[src/rtl/keypad_mov_scan.sv]
// keypad_mov_scan: scans a 4x4 active-low matrix keypad and produces the
// debounced direction vector mov = {up, down, left, right} for the motion block.
//
// Ports:
//   sys_clk     system clock
//   rst         asynchronous active-high reset
//   key_row     keypad rows, active-low, asynchronous to sys_clk
//   key_col     column drive, active-low, one-hot-low
//   mov         debounced {up, down, left, right}, 1 = pressed
//   frame_tick  one-cycle pulse once column 3 has been sampled
//
// Parameters:
//   SCAN_DIV      cycles each column is driven before its rows are sampled (>= 2)
//   DEBOUNCE_CNT  consecutive disagreeing frames needed to flip a mov bit (1..15)
//
// Optional build macro KEYPAD_OPPOSE_BLOCK_EN: when defined, opposing directions
// held together (up+down, left+right) are both masked to 0 on the output.

// Per-direction debounce lane: counts frames whose raw value disagrees with the
// current debounced value and flips once DEBOUNCE_CNT are seen back to back.
module keypad_mov_deb #(
    parameter int DEBOUNCE_CNT = 8
) (
    input  logic sys_clk,
    input  logic rst,
    input  logic upd,
    input  logic raw_bit,
    output logic deb
);
    logic [3:0] cnt;

    always_ff @(posedge sys_clk or posedge rst) begin
        if (rst) begin
            cnt <= 4'd0;
            deb <= 1'b0;
        end else if (upd) begin
            if (raw_bit == deb) begin
                cnt <= 4'd0;
            end else if (cnt == 4'(DEBOUNCE_CNT - 1)) begin
                // Clearing here keeps the 4-bit count from ever wrapping.
                deb <= ~deb;
                cnt <= 4'd0;
            end else begin
                cnt <= cnt + 4'd1;
            end
        end
    end
endmodule

module keypad_mov_scan #(
    parameter int SCAN_DIV     = 50000,
    parameter int DEBOUNCE_CNT = 8
) (
    input  logic       sys_clk,
    input  logic       rst,
    input  logic [3:0] key_row,
    output logic [3:0] key_col,
    output logic [3:0] mov,
    output logic       frame_tick
);
    localparam int DW = (SCAN_DIV > 1) ? $clog2(SCAN_DIV) : 1;
    localparam logic [DW-1:0] DIV_LAST = DW'(SCAN_DIV - 1);

    // Two-flop synchroniser; idle (unpressed) rows read as 1.
    logic [1:0][3:0] row_s;

    always_ff @(posedge sys_clk or posedge rst) begin
        if (rst) begin
            row_s <= {2{4'b1111}};
        end else begin
            row_s <= {row_s[0], key_row};
        end
    end

    // raw[c][r] = key at row r, column c was seen pressed in the latest scan.
    logic [DW-1:0]   div_cnt;
    logic [1:0]      col_idx;
    logic [3:0][3:0] raw;
    logic [1:0]      col_nxt;

    assign col_nxt = col_idx + 2'd1;

    always_ff @(posedge sys_clk or posedge rst) begin
        if (rst) begin
            div_cnt    <= '0;
            col_idx    <= 2'd0;
            key_col    <= 4'b1110;
            raw        <= '0;
            frame_tick <= 1'b0;
        end else begin
            frame_tick <= 1'b0;
            if (div_cnt == DIV_LAST) begin
                raw[col_idx] <= ~row_s[1];
                div_cnt      <= '0;
                col_idx      <= col_nxt;
                key_col      <= ~(4'b0001 << col_nxt);
                frame_tick   <= (col_idx == 2'd3);
            end else begin
                div_cnt <= div_cnt + DW'(1);
            end
        end
    end

    // Only keys 2/8/4/6 drive motion; the rest of the frame is deliberately dropped.
    logic unused_raw;
    assign unused_raw = ^raw;

    logic [3:0] raw_dir;
    assign raw_dir = {raw[1][0], raw[1][2], raw[0][1], raw[2][1]};

    logic [3:0] deb;

    genvar i;
    generate
        for (i = 0; i < 4; i++) begin : g_deb
            keypad_mov_deb #(.DEBOUNCE_CNT(DEBOUNCE_CNT)) u_deb (
                .sys_clk (sys_clk),
                .rst     (rst),
                .upd     (frame_tick),
                .raw_bit (raw_dir[i]),
                .deb     (deb[i])
            );
        end
    endgenerate

`ifdef KEYPAD_OPPOSE_BLOCK_EN
    // Masking sits after the registers so the debounce state keeps tracking both keys.
    assign mov = {deb[3:2] & {2{~(&deb[3:2])}},
                  deb[1:0] & {2{~(&deb[1:0])}}};
`else
    assign mov = deb;
`endif
endmodule

[config.mk]
export PLATFORM = sky130hd
export DESIGN_NAME = keypad_mov_scan
export DESIGN_NICKNAME = d
export VERILOG_FILES = /design/src/rtl/keypad_mov_scan.sv
export SDC_FILE = /design/constraint.sdc
export NUM_CORES = 1
export LEC_CHECK = 0
export CAP_MARGIN = 40
export CORE_ASPECT_RATIO = 1.1
export CORE_MARGIN = 10
export CORE_UTILIZATION = 40
export CTS_CLUSTER_DIAMETER = 50
export CTS_CLUSTER_SIZE = 10
export DETAILED_ROUTE_END_ITERATION = 8
export MAX_ROUTING_LAYER = met4
export SETUP_SLACK_MARGIN = 0.3
export SLEW_MARGIN = 10
export SYNTH_ARGS = -nofsm -noshare
export SYNTH_HDL_FRONTEND = slang
export SYNTH_SLANG_ARGS = --single-unit
[constraint.sdc]
create_clock -name sys_clk -period 4.38 [get_ports sys_clk]
set_input_delay 0.657 -clock sys_clk [delete_from_list [all_inputs] [get_ports sys_clk]]
set_output_delay 0.657 -clock sys_clk [all_outputs]
set_load 0.05 [all_outputs]
==> flow_summary_export.csv <==
group,metric,value,unit
pwr,internal_power,0.000613,W
clocking,cts-hold-fix-buffers,0,
critical_path,crit_required,3720,ps
drt,finalWirelength,3750,microns
critical_path,start_kind,"flip-flop",
global_routing,grt_pass1_vias,1457,
clocking,cts_resized,0,
die,dieArea,0.00955,sq mm
pwr,power.density,292,mW/mm^2
yosys,synth_area,0.00241,sq mm
final_layout,antenna_cells,0,
global_routing,gr-usage-all-layers,8.56,%
drt,routed_via_density,4.88,
status,status,"complete, no violations",
yosys,synth_area_leaders,"dfrtp_1 (46%), dfstp_2 (9.8%), ha_1 (4.7%)",
die,die_h,101,microns
yosys,async_flop_share,100,%
timing,hold_violations,0,
clocking,clk_latency,310,ps
timing,fmax,0.412,GHz
timing,tightest_slew,609,ps
run,drv_cap,0,
worst_hold_path,hold_depth,0,
global_routing,grt_pass1_wl,6580,microns
pwr,power.share.clock,35.4,%
drt,first_pass_iters,4,
pwr,p_sw,0.000173,W
yosys,synthesis.nets,236,
final_layout,layout_common_cells,"dfrtp_1 (44), nand2_1 (21), nor2_1 (18)",
global_routing,antenna_found_initial,0,
critical_path,worstPathArrival,1770,ps
drt,post-route-drc-count,0,
pwr,swShare,22.0,%
final_layout,fin_nets,250,
pwr,power_frac_comb,1.7,%
drt,antenna_left,0,
pwr,pwr-share-seq,62.9,%
drt,routedWlPerCell,12.0,microns
die,rows,29,
final_layout,area_delta_synth_final,11.7,%
final_layout,layout-drive-gt1-share,12.7,%
yosys,synth_flop_cell,"dfrtp_1",
clocking,clock_path_buffers,2,
timing,period_minus_slack,2430,ps
timing,slew_violations,0,
clocking,post_cts_buffers,0,
critical_path,crit_fanout,31,
yosys,netlist.area_leader.share,45.6,%
timing,finalSetupViolCount,0,
yosys,yosysWarnings,0,
worst_hold_path,hp-class,"reg -> reg",
critical_path,r2r_cells,5,
final_layout,final_common_cell,"dfrtp_1",
placement,dp.cells,305,
final_layout,layoutNonFillerInstCount,313,
yosys,synth.distinct_cells,38,
placement,place_hpwl,2600,microns
clocking,ctsHtreeMaxLevel,2,
clocking,numCtsBuffers,5,
global_routing,overflow,0,
timing,rsz0062_at_grt,"false",
yosys,synth_cells,221,
clocking,clock_sinks,53,
global_routing,grt_max_degree,36,
die,die_w,94.1,microns
die,ios,15,
yosys,avgSynthCellArea,10.9,sq um
placement,port-buffer-count,13,
die,start_util,41.6,%
critical_path,end_kind,"output port",
critical_path,worstSetupPathType,"reg -> out",
placement,gp_congestion,0.777,
yosys,ys_ff_latch,53,
drt,dr_total_vias,1529,
timing,fin_crit_sh,55.4,%
clocking,root_buffer,"clkbuf_8",
pwr,leakagePower,1.18,nW
yosys,synth_top_area_cell,"dfrtp_1",
clocking,path_clk_slew,100,ps
timing,skew,7.89,ps
pwr,vdd_ir_drop_max,0.186,mV
yosys,synth_edf_count,0,
drt,drt-initial-drc-count,131,
clocking,cts_tree,"yes",
timing,slew_headroom,59.1,%
die,core_area,0.00581,sq mm
yosys,seq_area_frac_synth,55.4,%
timing,fin_setup_tns,0,ps
power by group through the flow:
stage | combinational, W | clock [W] | sequential (W)
after detailed placement | 0.0000144 | 0 | 0.000504
after CTS | 0.0000145 | 0.000293 | 0.000495
after global routing | 0.0000159 | 0.000313 | 0.000496
after floorplan | 0.00000711 | 0 | 0.000504
final | 0.0000134 | 0.000278 | 0.000495
after global placement | 0.0000144 | 0 | 0.000504
final timing paths:
kind / start / to / slack, ps
setup / recovery: frame_tick / frame_tick / 1950
hold / removal: row_s[1] / row_s[5] / 360
setup reg to reg: div_cnt[7] / key_col[0] / 2210
hold reg to reg: row_s[1] / row_s[5] / 360
max in group asynchronous: rst / row_s[4] / 2920
min in group asynchronous: rst / div_cnt[10] / 660
layout make-up:
type                    instances  area, sq um
repair buffers                 16          153
clock buffers                   5         68.8
fillers                       560         3110
flip-flops and latches         53         1340
clock inverters                 3         25.0
inverters                      11         41.3
well taps                      77         96.3
multi-input cells             148          976
per-stage QoR:
stage	total power [W]	hold slack (ps)	instance area, sq um	worst slack, ps	util (%)
global route	0.000824	372	2700	1870	46.5
detailed placement	0.000519	352	2600	2200	44.8
finish	0.000787	364	2700	1950	46.5
CTS	0.000802	367	2700	1930	46.5
floorplan	0.000511	345	2410	2450	-
global placement	0.000519	347	2600	2200	44.8
critical path: stages (launching register included):
cell             delay, ps
dfrtp_1                330
buf_4                  270
clkdlybuf4s50_1        860
cell families after synthesis:
family / Yosys count / synth area share [%]
XOR/XNOR: 19 / 6.89
adder cells (fa/ha/maj): 9 / 4.66
AND/OR/NAND/NOR: 78 / 17.2
multiplexers: 7 / 3.21
buffers and inverters: 20 / 4.20
AO/OA/AOI/OAI: 35 / 8.44
flip-flops: 53 / 55.4
routing by layer:
layer	vias up	GRT usage, %	part of all wire [%]
met2	19	12.1	43
li1	786	-	-
met4	0	2.92	1.2
met1	720	11.5	53
met5	-	-	0
met3	4	2.22	2.9
registers in the layout, summed over array words and instances, names as in the netlist:
signal,cells
col_idx,2
div_cnt,16
frame_tick,1
g_deb.u_deb.cnt,16
g_deb.u_deb.deb,4
key_col,4
raw,4
row_s,6
Yosys cell counts, types with 6 or more instances:
library cell   n
a21oi_1        7
dfrtp_1       44
dfstp_2        9
ha_1           9
inv_1         11
mux2_2         6
nand2_1       21
nand3_1        7
nor2_1        18
o21ai_0       13
xnor2_1       12
xor2_1         7
Power figures use the tool's default switching activity.
